## src/rtl/fetch_ctrl.sv

```systemverilog
// Instruction-fetch sequencer: owns the fetch PC, keeps one instruction-memory
// request in flight, applies NPC redirects and hands instructions to decode.
module fetch_ctrl #(
    parameter logic [31:0] RESET_PC = 32'h0000_0000,
    parameter logic [31:0] NOP_INST = 32'h0000_0013
) (
    input  logic        clk,
    input  logic        rst,
    input  logic        redirect,
    input  logic [31:0] redirect_pc,
    output logic        imem_req,
    output logic [31:0] imem_addr,
    input  logic        imem_gnt,
    input  logic        imem_rvalid,
    input  logic [31:0] imem_rdata,
    output logic        if_valid,
    output logic [31:0] if_pc,
    output logic [31:0] if_inst,
    input  logic        if_ready
);

    typedef enum logic [2:0] {
        IDLE  = 3'd0,
        REQ   = 3'd1,
        WAIT  = 3'd2,
        OUT   = 3'd3,
        DRAIN = 3'd4
    } state_t;

    state_t      state;
    state_t      state_nxt;
    logic [31:0] fetch_pc;
    logic [31:0] req_pc;

    logic        grant_hit;
    logic        data_hit;
    logic        hand_off;

    // A grant that coincides with a redirect is wrong-path and does not advance the PC.
    assign grant_hit = (state == REQ)  && imem_gnt;
    assign data_hit  = (state == WAIT) && imem_rvalid && !redirect;
    assign hand_off  = (state == OUT)  && (if_ready || redirect);

    // NOTE: sequential state uses non-blocking assignments so every flop samples pre-edge values.
    always_ff @(posedge clk) begin
        if (rst) begin
            state <= IDLE;
        end else begin
            state <= state_nxt;
        end
    end

    // NOTE: state_nxt gets a default before the case so no path can infer a latch.
    always_comb begin
        state_nxt = state;
        case (state)
            IDLE: begin
                state_nxt = REQ;
            end
            REQ: begin
                if (redirect) begin
                    state_nxt = imem_gnt ? DRAIN : REQ;
                end else if (imem_gnt) begin
                    state_nxt = WAIT;
                end
            end
            WAIT: begin
                if (redirect) begin
                    state_nxt = imem_rvalid ? REQ : DRAIN;
                end else if (imem_rvalid) begin
                    state_nxt = OUT;
                end
            end
            OUT: begin
                if (redirect || if_ready) begin
                    state_nxt = REQ;
                end
            end
            DRAIN: begin
                if (imem_rvalid) begin
                    state_nxt = REQ;
                end
            end
            default: begin
                state_nxt = IDLE;
            end
        endcase
    end

    // Outputs decode only registered state, never the inputs.
    always_comb begin
        imem_req  = (state == REQ);
        if_valid  = (state == OUT);
        imem_addr = fetch_pc;
    end

    always_ff @(posedge clk) begin
        if (rst) begin
            fetch_pc <= RESET_PC;
            req_pc   <= 32'h0000_0000;
            if_pc    <= 32'h0000_0000;
            if_inst  <= NOP_INST;
        end else begin
            if (redirect) begin
                fetch_pc <= redirect_pc;
            end else if (grant_hit) begin
                fetch_pc <= fetch_pc + 32'd4;
            end

            if (grant_hit && !redirect) begin
                req_pc <= fetch_pc;
            end

            if (data_hit) begin
                if_pc   <= req_pc;
                if_inst <= imem_rdata;
            end else if (hand_off) begin
                if_inst <= NOP_INST;
            end
        end
    end

endmodule

```

## config.mk

```make
export PLATFORM = sky130hd
export DESIGN_NAME = fetch_ctrl
export DESIGN_NICKNAME = d
export VERILOG_FILES = /design/src/rtl/fetch_ctrl.sv
export SDC_FILE = /design/constraint.sdc
export NUM_CORES = 1
export LEC_CHECK = 0
export CAP_MARGIN = 20
export CORE_UTILIZATION = 30
export CTS_BUF_LIST = sky130_fd_sc_hd__clkbuf_4 sky130_fd_sc_hd__clkbuf_8
export DETAILED_ROUTE_END_ITERATION = 8
export PLACE_DENSITY = 0.63
export SYNTH_ARGS = -nofsm -noshare
export SYNTH_HDL_FRONTEND = slang
export SYNTH_SLANG_ARGS = --single-unit
```

## constraint.sdc

```tcl
create_clock -name clk -period 4.6 [get_ports clk]
set_clock_uncertainty 0.2 [all_clocks]
set_input_delay 0.46 -clock clk [delete_from_list [all_inputs] [get_ports clk]]
set_output_delay 0.46 -clock clk [all_outputs]
set_load 0.02 [all_outputs]
```

==> reports/metrics.yaml <==
worst_hold_path:
  hp-class: "register to register"
  holdCritStartpoint: "req_pc[31]$_SDFFE_PP0P_"
critical_path:
  crit_required_ns: 3.94
  cp_slowest_stage_delay_ns: 0.63
  r2r-start: "state[0]$_SDFFE_PP0P_"
  critPathKind: "register to output pin"
  setup.worst_path.start: "state[1]$_SDFFE_PP0P_"
  cp.arrival_ns: 2.22
  path_cells: "inv_1, nor2_1, and2_1, clkdlybuf4s50_1"
  cp-start-kind: "register"
  cp-end-kind: "output pin"
  critPathMaxFanout: 9
  critPathSlowestCell: "clkdlybuf4s50_1"
cells_and_area:
  final_common_cell: "clkdlybuf4s50_1"
  nets: 859
  instances_no_fill: 1026
  drive_above_1_share_pct: 7.74
  final_cell_mix: "clkdlybuf4s50_1 (166), nand2_1 (157), dfxtp_1 (131)"
  final_cell_area_mm2: 0.00758
  diodes: 0
  fillCellCount: 1762
  area_growth_pct: 42.6
pwr:
  powerDensity_mw_per_mm2: 341
  vdd_drop_max_mv: 0.180
  cellLeakagePower_nw: 2.51
timing:
  hold_viol: 0
  relSlewSlack_pct: 34.7
  tightestPinTransition_ns: 0.977
  drv_slew: 0
  setup-tns-final_ns: 0
  timing.fmax_ghz: 0.348
  setup_viol: 0
  rsz0062_at_grt: "false"
  min_period_ns: 2.88
  fin_hold_ws_ns: 0.249
  fin_crit_sh_pct: 62.5
global_route:
  antenna_found_initial: 0
  grt_max_degree: 94
  grt_overflow_total: 0
  grt_pass1_wl_um: 23800
  grt_usage_pct: 16.9
  grt_pass1_vias: 4615
synth:
  synth_simple_gate_area_share_pct: 23.7
  ys_seq_elements: 131
  synth_compound_area_share_pct: 16.5
  netlist_top_cells_area: "dfxtp_1 (49%), nand2_1 (11%), a21oi_1 (7.4%), nor2_1 (4.8%), xnor2_1 (4.3%)"
  synth_seq_area_share_pct: 49.4
  synth_area_per_cell_um2: 8.29
  synth_top_family_by_area: "simple AND/OR/NAND/NOR gates"
  synthAdderAreaFrac_pct: 0.235
  synth_top_area_cell: "dfxtp_1"
  yosysUniqueCellTypes: 45
  synthMuxAreaShare_pct: 0.565
  yosysTopAreaCellShare_pct: 49.4
  synth_area_mm2: 0.00531
  synth_cells: 641
  syn_nets: 712
  ys_warn_count: 0
  synth-xor-area-share_pct: 4.45
clocking:
  cts_hold_buf: 0
  clock-sinks: 131
  clock_path_buffers: 2
  postCtsSetupBuffers: 0
  cts_buffers: 17
  clk_latency_ns: 0.44
  cts_resized: 0
  root_buffer: "clkbuf_8"
  cts_tree: "done"
  clk_pin_slew_ns: 0.08
  htree_levels: 4
place:
  dpl_cell_area_mm2: 0.00709
  place_congestion: 0.770
  dp_hpwl_um: 10100
  dp.cells: 993
  portBuffers: 167
detailed_routing:
  detail-route-antenna-nets: 0
  first_iter_violations: 266
  drc: 0
  vias: 4862
  wl_um: 14800
  via_per_inst: 4.74
  drtPass1Iterations: 5
  post_drt_wl_per_cell_um: 14.4
die:
  pin_count: 168
  die_area_mm2: 0.0182
  initial_core_util_pct: 30.7
  std_cell_rows: 48
  die_w_um: 135
  fp.coreArea_mm2: 0.0173
  die_h_um: 135
status:
  status: "finished clean"
job:
  maxCapViolCount: 0
[final timing paths]
kind	to	slack, ns	cells past startpoint
worst max-delay path	if_valid	1.72	4
worst min-delay path	if_pc[31]$_SDFFE_PP0P_	0.25	2
worst min register to register	if_pc[31]$_SDFFE_PP0P_	0.25	2
worst max register to register	if_inst[5]$_SDFFE_PP0P_	2.10	5
[per-stage QoR]
step | util, % | power, mW | setup slack, ns
2_1_floorplan | - | 1.36 | 2.36
3_3_place_gp | 41.0 | 1.51 | 1.63
3_5_place_dp | 41.0 | 1.51 | 1.63
4_1_cts | 43.6 | 2.61 | 1.73
5_1_grt | 43.8 | 2.70 | 1.61
6_report | 43.8 | 2.59 | 1.72
[worst max-delay path, delay by kind of cell, from the launching register on]
family	cells	cell delay, ns
buf+inv	2	0.79
simple gates	2	0.49
flops	1	0.50
[state kept, by name (all words and copies together), names as in the netlist]
name / count
if_inst: 32
if_pc: 32
imem_addr: 32
req_pc: 32
state: 3
[power breakdown]
part	internal, mW	switching, mW	total (mW)
clock	0.644	0.461	1.11
sequential	1.16	0.0446	1.21
combinational	0.139	0.135	0.273
[cells in the mapped netlist (all sizes together)]
cell type	count
buf	7
o22ai	3
a31oi	1
nor3	10
a21oi	79
a221oi	1
a22oi	29
dfxtp	131
nand4bb	1
o211ai	1
nor4bb	1
nor4	8
clkbuf	40
ha	1
inv	9
o21ai	7
o21bai	5
nand4	6
nand2	157
a211oi	17
mux2i	3
xnor2	26
and2	1
nand2b	2
a311oi	2
xor2	1
dlygate4sd1	1
nand3	9
and4	1
or4	1
nor2	68
nor4b	1
or2	4
or3	5
nor3b	2
[logic make-up (layout without fill, tap and decap cells)]
logic type | count (synthesis) | count (layout)
buffers and inverters | 57 | 217
adders and majority gates | 1 | 1
and+or+nand+nor | 277 | 277
muxes | 3 | 3
AOI/OAI and AO/OA | 145 | 145
xor gates and xnor gates | 27 | 27
DFF | 131 | 131
[metal layers]
layer | GRT usage (%) | vias to the layer above | share of wire, %
met4 | 5.06 | 0 | 0.87
li1 | - | 2462 | -
met3 | 6.72 | 13 | 9.2
met1 | 21.1 | 2222 | 45
met5 | 0 | - | 0
met2 | 26.4 | 165 | 45
[area by class of cell]
class                   instances  area [um2]  share of cell area, %
clock inverters                11         175                   2.31
flip-flops and latches        131        2620                   34.6
clock buffers                  21         283                   3.73
well taps                     225         282                   3.72
multi-input cells             453        2420                   32.0
repair buffers                176        1760                   23.2
inverters                       9        33.8                  0.446
No activity file was read; power rests on OpenSTA's default activity.
